[src/rtl/i2c_target_pkg.sv]
// Shared FSM state encodings, bit-count and ACK constants for the I2C register target.
package i2c_target_pkg;

  typedef logic [3:0] state_t;

  localparam state_t ST_IDLE      = 4'd0;
  localparam state_t ST_ADDR      = 4'd1;
  localparam state_t ST_ADDR_ACK  = 4'd2;
  localparam state_t ST_PTR       = 4'd3;
  localparam state_t ST_PTR_ACK   = 4'd4;
  localparam state_t ST_WDATA     = 4'd5;
  localparam state_t ST_WDATA_ACK = 4'd6;
  localparam state_t ST_RDATA     = 4'd7;
  localparam state_t ST_RDATA_ACK = 4'd8;

  localparam logic [3:0] BITS_PER_BYTE = 4'd8;
  localparam logic       ACK_LEVEL     = 1'b0;
  localparam logic       SDA_RELEASE   = 1'b1;
  localparam logic       SDA_DRIVE     = 1'b0;

  function automatic logic majority3(input logic [2:0] v);
    return (v[0] & v[1]) | (v[0] & v[2]) | (v[1] & v[2]);
  endfunction

endpackage

[src/rtl/i2c_target_filter.sv]
// Synchronizes SCL/SDA and derives edge and START/STOP strobes.
// Define I2C_TARGET_GLITCH_FILTER_EN to insert a 3-sample majority filter after the synchronizers.
module i2c_target_filter
  import i2c_target_pkg::*;
(
  input  logic clk,
  input  logic rst_n,
  input  logic scl_i,
  input  logic sda_i,
  output logic sda_lvl,
  output logic scl_rise,
  output logic scl_fall,
  output logic start_det,
  output logic stop_det
);

  logic [1:0] scl_sync_q, scl_sync_d;
  logic [1:0] sda_sync_q, sda_sync_d;
  logic       scl_prev_q, scl_prev_d;
  logic       sda_prev_q, sda_prev_d;
  logic       scl_filt, sda_filt;

  always_comb begin
    scl_sync_d = {scl_sync_q[0], scl_i};
    sda_sync_d = {sda_sync_q[0], sda_i};
    scl_prev_d = scl_filt;
    sda_prev_d = sda_filt;
  end

  // Idle bus is high, so presetting to 1 avoids spurious edges out of reset
  always_ff @(posedge clk) begin
    if (!rst_n) begin
      scl_sync_q <= 2'b11;
      sda_sync_q <= 2'b11;
      scl_prev_q <= 1'b1;
      sda_prev_q <= 1'b1;
    end else begin
      scl_sync_q <= scl_sync_d;
      sda_sync_q <= sda_sync_d;
      scl_prev_q <= scl_prev_d;
      sda_prev_q <= sda_prev_d;
    end
  end

`ifdef I2C_TARGET_GLITCH_FILTER_EN
  logic [1:0] scl_hist_q, scl_hist_d;
  logic [1:0] sda_hist_q, sda_hist_d;
  logic       scl_maj_q, scl_maj_d;
  logic       sda_maj_q, sda_maj_d;

  always_comb begin
    scl_hist_d = {scl_hist_q[0], scl_sync_q[1]};
    sda_hist_d = {sda_hist_q[0], sda_sync_q[1]};
    scl_maj_d  = majority3({scl_hist_q, scl_sync_q[1]});
    sda_maj_d  = majority3({sda_hist_q, sda_sync_q[1]});
  end

  always_ff @(posedge clk) begin
    if (!rst_n) begin
      scl_hist_q <= 2'b11;
      sda_hist_q <= 2'b11;
      scl_maj_q  <= 1'b1;
      sda_maj_q  <= 1'b1;
    end else begin
      scl_hist_q <= scl_hist_d;
      sda_hist_q <= sda_hist_d;
      scl_maj_q  <= scl_maj_d;
      sda_maj_q  <= sda_maj_d;
    end
  end

  assign scl_filt = scl_maj_q;
  assign sda_filt = sda_maj_q;
`else
  assign scl_filt = scl_sync_q[1];
  assign sda_filt = sda_sync_q[1];
`endif

  assign sda_lvl   = sda_filt;
  assign scl_rise  = scl_filt & ~scl_prev_q;
  assign scl_fall  = ~scl_filt & scl_prev_q;
  assign start_det = scl_filt & scl_prev_q & sda_prev_q & ~sda_filt;
  assign stop_det  = scl_filt & scl_prev_q & ~sda_prev_q & sda_filt;

endmodule

[src/rtl/i2c_target.sv]
// I2C target exposing a pointer-addressed register bank; no clock stretching.
// Define I2C_TARGET_GLITCH_FILTER_EN to enable the SCL/SDA majority glitch filter.
module i2c_target
  import i2c_target_pkg::*;
#(
  parameter logic [6:0] DEV_ADDR = 7'h20,
  parameter int         NUM_REGS = 16
) (
  input  logic                        clk,
  input  logic                        rst_n,
  input  logic                        scl_i,
  input  logic                        sda_i,
  output logic                        sda_o,
  output logic                        sda_t,
  output logic [8*NUM_REGS-1:0]       regs_o,
  output logic                        wr_strobe,
  output logic [$clog2(NUM_REGS)-1:0] wr_addr,
  output logic [7:0]                  wr_data,
  output logic                        busy
);

  localparam int PTR_W = $clog2(NUM_REGS);

  logic sda_lvl, scl_rise, scl_fall, start_det, stop_det;

  i2c_target_filter u_filter (
    .clk       (clk),
    .rst_n     (rst_n),
    .scl_i     (scl_i),
    .sda_i     (sda_i),
    .sda_lvl   (sda_lvl),
    .scl_rise  (scl_rise),
    .scl_fall  (scl_fall),
    .start_det (start_det),
    .stop_det  (stop_det)
  );

  state_t             state_q, state_d;
  logic [3:0]         bit_cnt_q, bit_cnt_d;
  logic [7:0]         shift_q, shift_d;
  logic [PTR_W-1:0]   ptr_q, ptr_d;
  logic               sda_t_q, sda_t_d;
  logic               rw_q, rw_d;
  logic               ack_q, ack_d;
  logic               busy_q, busy_d;
  logic               wr_strobe_q, wr_strobe_d;
  logic [PTR_W-1:0]   wr_addr_q, wr_addr_d;
  logic [7:0]         wr_data_q, wr_data_d;
  logic [7:0]         regs_q [NUM_REGS];
  logic [7:0]         regs_d [NUM_REGS];

  logic [7:0]         rx_byte;
  logic [7:0]         cur_byte;
  logic [7:0]         nxt_byte;
  logic [PTR_W-1:0]   ptr_inc;
  logic               last_bit;

  assign rx_byte  = {shift_q[6:0], sda_lvl};
  assign ptr_inc  = ptr_q + PTR_W'(1);
  assign cur_byte = regs_q[ptr_q];
  assign nxt_byte = regs_q[ptr_inc];
  assign last_bit = (bit_cnt_q == BITS_PER_BYTE - 4'd1);

  // Bus conditions take priority; otherwise bits shift on SCL rise and SDA moves on SCL fall
  always_comb begin
    state_d     = state_q;
    bit_cnt_d   = bit_cnt_q;
    shift_d     = shift_q;
    ptr_d       = ptr_q;
    sda_t_d     = sda_t_q;
    rw_d        = rw_q;
    ack_d       = ack_q;
    busy_d      = busy_q;
    wr_strobe_d = 1'b0;
    wr_addr_d   = wr_addr_q;
    wr_data_d   = wr_data_q;
    regs_d      = regs_q;

    if (stop_det) begin
      state_d   = ST_IDLE;
      sda_t_d   = SDA_RELEASE;
      bit_cnt_d = '0;
      busy_d    = 1'b0;
    end else if (start_det) begin
      state_d   = ST_ADDR;
      sda_t_d   = SDA_RELEASE;
      bit_cnt_d = '0;
      busy_d    = 1'b1;
    end else begin
      case (state_q)
        ST_ADDR: begin
          if (scl_rise && bit_cnt_q < BITS_PER_BYTE) begin
            shift_d   = rx_byte;
            bit_cnt_d = bit_cnt_q + 4'd1;
          end
          if (scl_fall && bit_cnt_q == BITS_PER_BYTE) begin
            if (shift_q[7:1] == DEV_ADDR) begin
              state_d = ST_ADDR_ACK;
              sda_t_d = SDA_DRIVE;
              rw_d    = shift_q[0];
            end else begin
              state_d = ST_IDLE;
              sda_t_d = SDA_RELEASE;
            end
          end
        end
        ST_ADDR_ACK: begin
          if (scl_fall) begin
            bit_cnt_d = '0;
            if (rw_q) begin
              state_d = ST_RDATA;
              sda_t_d = cur_byte[7];
              shift_d = {cur_byte[6:0], 1'b0};
            end else begin
              state_d = ST_PTR;
              sda_t_d = SDA_RELEASE;
            end
          end
        end
        ST_PTR: begin
          if (scl_rise && bit_cnt_q < BITS_PER_BYTE) begin
            shift_d   = rx_byte;
            bit_cnt_d = bit_cnt_q + 4'd1;
            if (last_bit) begin
              ptr_d = rx_byte[PTR_W-1:0];
            end
          end
          if (scl_fall && bit_cnt_q == BITS_PER_BYTE) begin
            state_d = ST_PTR_ACK;
            sda_t_d = SDA_DRIVE;
          end
        end
        ST_PTR_ACK, ST_WDATA_ACK: begin
          if (scl_fall) begin
            state_d   = ST_WDATA;
            sda_t_d   = SDA_RELEASE;
            bit_cnt_d = '0;
          end
        end
        ST_WDATA: begin
          if (scl_rise && bit_cnt_q < BITS_PER_BYTE) begin
            shift_d   = rx_byte;
            bit_cnt_d = bit_cnt_q + 4'd1;
            if (last_bit) begin
              regs_d[ptr_q] = rx_byte;
              wr_strobe_d   = 1'b1;
              wr_addr_d     = ptr_q;
              wr_data_d     = rx_byte;
              ptr_d         = ptr_inc;
            end
          end
          if (scl_fall && bit_cnt_q == BITS_PER_BYTE) begin
            state_d = ST_WDATA_ACK;
            sda_t_d = SDA_DRIVE;
          end
        end
        ST_RDATA: begin
          if (scl_rise && bit_cnt_q < BITS_PER_BYTE) begin
            bit_cnt_d = bit_cnt_q + 4'd1;
          end
          if (scl_fall) begin
            if (bit_cnt_q == BITS_PER_BYTE) begin
              state_d = ST_RDATA_ACK;
              sda_t_d = SDA_RELEASE;
            end else begin
              sda_t_d = shift_q[7];
              shift_d = {shift_q[6:0], 1'b0};
            end
          end
        end
        ST_RDATA_ACK: begin
          if (scl_rise) begin
            ack_d = sda_lvl;
          end
          if (scl_fall) begin
            bit_cnt_d = '0;
            if (ack_q == ACK_LEVEL) begin
              state_d = ST_RDATA;
              ptr_d   = ptr_inc;
              sda_t_d = nxt_byte[7];
              shift_d = {nxt_byte[6:0], 1'b0};
            end else begin
              state_d = ST_IDLE;
              sda_t_d = SDA_RELEASE;
            end
          end
        end
        default: begin
          sda_t_d = SDA_RELEASE;
        end
      endcase
    end
  end

  always_ff @(posedge clk) begin
    if (!rst_n) begin
      state_q     <= ST_IDLE;
      bit_cnt_q   <= '0;
      shift_q     <= '0;
      ptr_q       <= '0;
      sda_t_q     <= SDA_RELEASE;
      rw_q        <= 1'b0;
      ack_q       <= 1'b1;
      busy_q      <= 1'b0;
      wr_strobe_q <= 1'b0;
      wr_addr_q   <= '0;
      wr_data_q   <= '0;
      for (int n = 0; n < NUM_REGS; n++) begin
        regs_q[n] <= '0;
      end
    end else begin
      state_q     <= state_d;
      bit_cnt_q   <= bit_cnt_d;
      shift_q     <= shift_d;
      ptr_q       <= ptr_d;
      sda_t_q     <= sda_t_d;
      rw_q        <= rw_d;
      ack_q       <= ack_d;
      busy_q      <= busy_d;
      wr_strobe_q <= wr_strobe_d;
      wr_addr_q   <= wr_addr_d;
      wr_data_q   <= wr_data_d;
      regs_q      <= regs_d;
    end
  end

  always_comb begin
    regs_o = '0;
    for (int n = 0; n < NUM_REGS; n++) begin
      regs_o[8*n +: 8] = regs_q[n];
    end
  end

  assign sda_o     = 1'b0;
  assign sda_t     = sda_t_q;
  assign busy      = busy_q;
  assign wr_strobe = wr_strobe_q;
  assign wr_addr   = wr_addr_q;
  assign wr_data   = wr_data_q;

endmodule

[config.mk]
export PLATFORM = sky130hd
export DESIGN_NAME = i2c_target
export DESIGN_NICKNAME = d
export VERILOG_FILES = /design/src/rtl/i2c_target_pkg.sv /design/src/rtl/i2c_target_filter.sv /design/src/rtl/i2c_target.sv
export SDC_FILE = /design/constraint.sdc
export NUM_CORES = 1
export LEC_CHECK = 0
export ABC_AREA = 1
export CORE_MARGIN = 4
export CORE_UTILIZATION = 30
export DETAILED_ROUTE_END_ITERATION = 16
export DONT_BUFFER_PORTS = 1
export SKIP_LAST_GASP = 1
export SLEW_MARGIN = 20
export SYNTH_ARGS = -nofsm -noshare
export SYNTH_HDL_FRONTEND = slang
export SYNTH_SLANG_ARGS = --single-unit
[constraint.sdc]
create_clock -name clk -period 2.7 [get_ports clk]
set_input_delay 0.675 -clock clk [delete_from_list [all_inputs] [get_ports clk]]
set_output_delay 0.675 -clock clk [all_outputs]
set_load 0.005 [all_outputs]
==> results of run 1 <==
-- per-layer routing --
layer / track usage [%] / up-vias / wire (um)
met5: 0 / - / 0
met4: 4.86 / 0 / 586
met3: 6.21 / 32 / 3400
met2: 30.9 / 379 / 15200
met1: 27.6 / 4271 / 15100
li1: - / 4457 / -
-- placed cells by master (no fill, tap or decap), drive strengths merged, types with 3 or more instances in the layout --
cell type  count
clkinv         6
inv          191
nor2          69
clkbuf        19
o21ai        201
nand3        109
buf           22
a21oi        178
nand4          3
ha             6
o211ai        57
or2            4
dfxtp        171
nand2        281
a211oi         8
nor3          10
-- where the power goes --
| part | internal (mW) | switching, mW |
|---|---|---|
| Clock | 1.32 | 1.16 |
| Sequential | 2.63 | 0.260 |
| Combinational | 0.961 | 2.31 |
| Total | 4.92 | 3.73 |
-- worst paths after layout --
check                                 endpoint  slack (ns)  cells past startpoint
max                    shift_q[1]$_SDFFE_PN0P_        0.46                     11
max reg2reg            shift_q[1]$_SDFFE_PN0P_        0.46                     11
min reg2reg  u_filter.scl_sync_q[1]$_SDFF_PN1_        0.42                      1
min          u_filter.scl_sync_q[0]$_SDFF_PN1_        0.33                      1
-- metrics by stage --
step	hold WS, ns	worst slack (ns)	cell area [um2]
3_3_place_gp	0.395	0.521	9350
4_1_cts	0.301	0.518	9920
2_1_floorplan	0.393	0.361	9160
5_1_grt	0.313	0.278	9920
3_5_place_dp	0.401	0.524	9350
6_report	0.331	0.456	9920
-- cell families (layout without fill, tap and decap cells) --
family,Yosys count,after routing,synth area share [%]
xor+xnor,2,2,0.355
other cells,1,2,0.0409
compound gates,448,448,26.3
buf+inv,286,239,12.9
fa+ha+maj,6,6,0.820
simple gates,477,477,22.2
flops,171,171,37.4
-- flip-flops by register name (all words and copies together), names as in the netlist --
register             cells
u_filter.scl_sync_q      2
wr_strobe                1
bit_cnt_q                4
u_filter.sda_sync_q      2
u_filter.scl_prev_q      1
ack_q                    1
busy                     1
wr_data                  8
wr_addr                  4
regs_o                 128
u_filter.sda_prev_q      1
rw_q                     1
state_q                  4
shift_q                  8
sda_t                    1
ptr_q                    4
-- cell type report --
class                      count  area, um2
antenna                        1       2.50
clock buffer                  19        443
clock inverter                13        130
fill                        3266      20000
inverter                     185        694
multi-input combinational    934       4560
sequential                   171       3430
tap                          390        488
timing repair buffer          22        178
==> results by group, run 1 <==
Synth
  – Top_reg_cell synth: dfxtp_1
  – Post-synth ARST share: 0%
  – Number of flops mapped to enable cells by yosys: 0
  – Largest cells by area after synthesis: dfxtp_1, nand2_1, o21ai_0
  – Avg Inst Size Synth: 6.59 um2
  – Gate Count Post-Synth: 1391
  – Area leader, netlist: dfxtp_1
  – Ys Warns: 0
  – Most frequent cell after synthesis: nand2_1
  – Synth top cells by count: nand2_1, o21ai_0, inv_1, a21oi_1, dfxtp_1
  – Yosys reg bits: ~170
  – Synth unique cells: 34
  – Synth top area share: 37.4%
  – Syn nets: 1401
  – Syn Std Cell Area: between 9000 and 10000 um2
  – Register area share after synthesis: 37.4%

Power
  – Leakage power: 3.84 nW
  – VDD IR max: 0.000473 V
  – PwrDens: 872 nW/um2
  – Pwr Total: 8.65 mW

Global routing
  – Gr ovfl total: 0
  – Largest net degree at the start of global routing: 142
  – Initial antenna violation count: 1
  – Vias in the first global route: 8275
  – GRT Util Overall: 20.1%
  – First-pass GRT wire length: a little over 50000 um

Setup path
  – CP Capture Type: register
  – Slowest stage delay, CP: roughly 0.42 ns
  – Crit start category: register
  – CP bufs+invs: 3
  – CP arrival: 2.60 ns
  – Worst Setup SP: ptr_q[1]$_SDFFE_PN0P_
  – WP data required: 3.05 ns
  – Critical path's slowest cell: buf_4
  – Start of the worst register-to-register path: ptr_q[1]$_SDFFE_PN0P_
  – Crit-path cells: buf_4, ha_1, xnor2_2, inv_2, nand3_1, nand3_1, nand2_1, nand2_1, nand3_1, nand2_1, inv_1
  – Setup CP Type: register to register
  – Crit-path max FO: 36
  – Crit-path leading delay family: buffers and inverters

Final layout
  – Nets: 1341
  – Area growth, synth to finish: 8.35%
  – Post-route insts no fill: around 1700
  – Share of cells above drive strength 1: a little under 6%
  – Util after Layout: 33.2%

Floorplanning
  – Cell Rows: 63
  – Total Die Area: 33400 um2
  – Die X: around 180 um
  – Chip height: around 180 um
  – Initial Util: 30.7%
  – Top-level port count: about 150
  – Core Area: 29900 um2

Routing
  – Antenna-violating nets left: 0
  – Drt wl/cell: 19.8 um
  – Pre-Repair DR Iteration Count: 5
  – DRC marker count from the first detailed-route iteration: 898
  – Drt total wl: 34300 um
  – Vias after detailed routing: 9139
  – Mean number of vias per cell: 5.27
  – Drt drc: 0

CTS
  – Post-CTS sizing: 0
  – CTS tree: yes
  – Setup repair bufs after CTS: 0
  – Num CTS Buffers: 17
  – CTS root buffer: clkbuf_16
  – Worst-path clk slew: 0.07 ns
  – H-tree levels: 4
  – CTS Hold Bufs: 0
  – Clock latency on the worst-skew pair: 0.45 ns
  – Clock Path Buffers: 2
  – Clk sinks: 171

STA
  – Max transition margin: 31.1%
  – Final period util: 83.1%
  – Final Hold Viols: 0
  – Max Clock Freq: 446 MHz
  – Minimum clock period: 2.24 ns
  – Unrepaired setup endpoints after global routing: false
  – Setup Viol. Count Final: 0
  – Setup Skew: 0.0172 ns
  – Setup TNS: 0 ns
  – Worst Tran Pin Value: about 1.0 ns
  – Max-slew violation count: 0

Status
  – Status: finished clean

Placement
  – Final HPWL DP: 24700 um
  – Gpl congestion: 0.959
  – I/O Buffers: 0
  – Cell Count Post-Placement: 1702

Worst hold path
  – Min-Delay Path Class: primary input to register
  – Hold path startpoint: scl_i

Job
  – Max Cap Viol: 0
(Power assumes the default switching activity.)
==> inputs of run 2 (changes only) <==
Clock period 2.7 ns to 2.2 ns, I/O delays scaled along.
==> run 2 against run 1 <==
- routed wire length up 0.27%
- clock power grew 37%
- cell count is 1.0% higher
- sequential share of layout area fell by 1.0 points
- critical path type unchanged
- critical endpoint is now regs_o[84]$_SDFFE_PN0P_
- largest power group unchanged
- highest routed layer unchanged
==> results by group, run 2 (synthesis gave the netlist of run 1 again) <==
Setup path
  – Crit start category: register
  – Crit-path max FO: 14
  – Cell mode on critical path: nand2_1
  – Setup CP Type: register to register
  – Critical path's slowest cell: dfxtp_1
  – CP bufs+invs: 1
  – Slowest stage delay, CP: 0.36 ns
  – Crit-path leading delay family: simple AND/OR/NAND/NOR gates
  – CP arrival: between 2 and 3 ns
  – CP Capture Type: register
  – Crit-path cells: ha_1, nand2_1, nor2_1, nand2_4, nor2_4, nand2_1, buf_4, a21oi_1
  – WP data required: 2.57 ns

STA
  – Max transition margin: 56.9%
  – Minimum clock period: 2.14 ns
  – Setup TNS: 0 ns
  – Setup Viol. Count Final: 0
  – Final Hold Viols: 0
  – Setup Skew: 0.0122 ns
  – Unrepaired setup endpoints after global routing: true
  – Final period util: 97.3%
  – Final hold slack: 0.202 ns
  – Max-slew violation count: 0
  – Worst Slack Setup Final: 0.0586 ns
  – Worst Tran Pin Value: between 0.6 and 0.7 ns
  – Max Clock Freq: 467 MHz

Placement
  – Final HPWL DP: about 25000 um
  – I/O Buffers: 0
  – Cell Count Post-Placement: 1720
  – Gpl congestion: 0.946
  – Pre-CTS setup slack: 0.127 ns
  – Placed cell area: 9510 um2

Power
  – PwrDens: approximately 1100 nW/um2
  – Pwr Total: 11.2 mW
  – VDD IR max: between 0.0006 and 0.0007 V
  – Leakage power: 3.99 nW

Final layout
  – Diodes inserted: 0
  – Post-route insts no fill: 1753
  – Commonest non-fill, non-tap cell in the layout: nand2_1
  – Util after Layout: 34.2%
  – Fillers: between 3000 and 4000
  – Share of cells above drive strength 1: 7.48%
  – Max reg flops: 128
  – Area growth, synth to finish: 11.6%
  – Nets: ~1400
  – Most frequent cells in the layout: nand2_1, o21ai_0, inv_1
  – Post-route cell area: 10200 um2

Global routing
  – Initial antenna violation count: 1
  – Vias in the first global route: 8412
  – Gr ovfl total: 0
  – Largest net degree at the start of global routing: 142
  – First-pass GRT wire length: just over 50000 um
  – GRT Util Overall: ~20%

Job
  – Max Cap Viol: 0

CTS
  – Num CTS Buffers: 17
  – Clock latency on the worst-skew pair: 0.44 ns
  – Setup repair bufs after CTS: 0
  – Worst-path clk slew: 0.07 ns
  – H-tree levels: 4
  – Clock Path Buffers: 2
  – Clk sinks: roughly 170
  – CTS root buffer: clkbuf_16
  – CTS tree: yes

Floorplanning
  – Initial Util: 30.7%
  – Die X: approximately 180 um
  – Top-level port count: 148
  – Cell Rows: 63
  – Core Area: 29900 um2
  – Chip height: 183 um
  – Total Die Area: 33400 um2

Routing
  – DRC marker count from the first detailed-route iteration: between 1000 and 1500
  – Mean number of vias per cell: 5.28
  – Vias after detailed routing: 9251
  – Antenna-violating nets left: 0
  – Drt drc: 0
  – Drt wl/cell: ~20 um
  – Drt total wl: 34400 um
  – Pre-Repair DR Iteration Count: 6

Status
  – Status: finished clean

Worst hold path
  – Min-Delay Path Class: primary input to register
run 2: repair_timing:
action	in CTS	in global routing
hold buffers	0	0
gates resized for setup	0	8
setup endpoints to repair	0	33
run 2: worst register-to-register path: stages (launching register included):
cell and delay (ns):
dfxtp_1 0.36, ha_1 0.20, nand2_1 0.07, nor2_1 0.28
nand2_4 0.18, nor2_4 0.20, nand2_1 0.33, buf_4 0.29
a21oi_1 0.15
run 2: report_power, final:
group	leakage, nW	switching (mW)	total [mW]	internal [mW]
combinational	2.28	3.02	4.37	1.35
clock	0.321	1.37	3.42	2.06
sequential	1.38	0.202	3.43	3.23
run 2: area by class of cell:
class / count / area [um2] / area share, %
Tap cell: 390 / 488 / 4.77
Sequential cell: 171 / 3430 / 33.5
Timing Repair Buffer: 41 / 374 / 3.66
Clock inverter: 14 / 216 / 2.12
Multi-Input combinational cell: 934 / 4580 / 44.8
Clock buffer: 18 / 439 / 4.30
Inverter: 185 / 694 / 6.79
run 2: final timing paths:
| path | startpoint | slack (ns) | cells past startpoint | to |
|---|---|---|---|---|
| max | bit_cnt_q[0]$_SDFFE_PP0P_ | 0.06 | 8 | regs_o[84]$_SDFFE_PN0P_ |
| max reg2reg | bit_cnt_q[0]$_SDFFE_PP0P_ | 0.06 | 8 | regs_o[84]$_SDFFE_PN0P_ |
| min | rst_n | 0.20 | 1 | u_filter.sda_prev_q$_SDFF_PN1_ |
| min reg2reg | u_filter.scl_sync_q[0]$_SDFF_PN1_ | 0.42 | 1 | u_filter.scl_sync_q[1]$_SDFF_PN1_ |
run 2: layer usage:
layer  up-vias  GRT usage (%)  wire [um]
met5         -              0          0
met1      4308           26.8      14600
met4         0           4.98        584
met3        42           6.88       4030
met2       404           31.0      15200
li1       4497              -          -
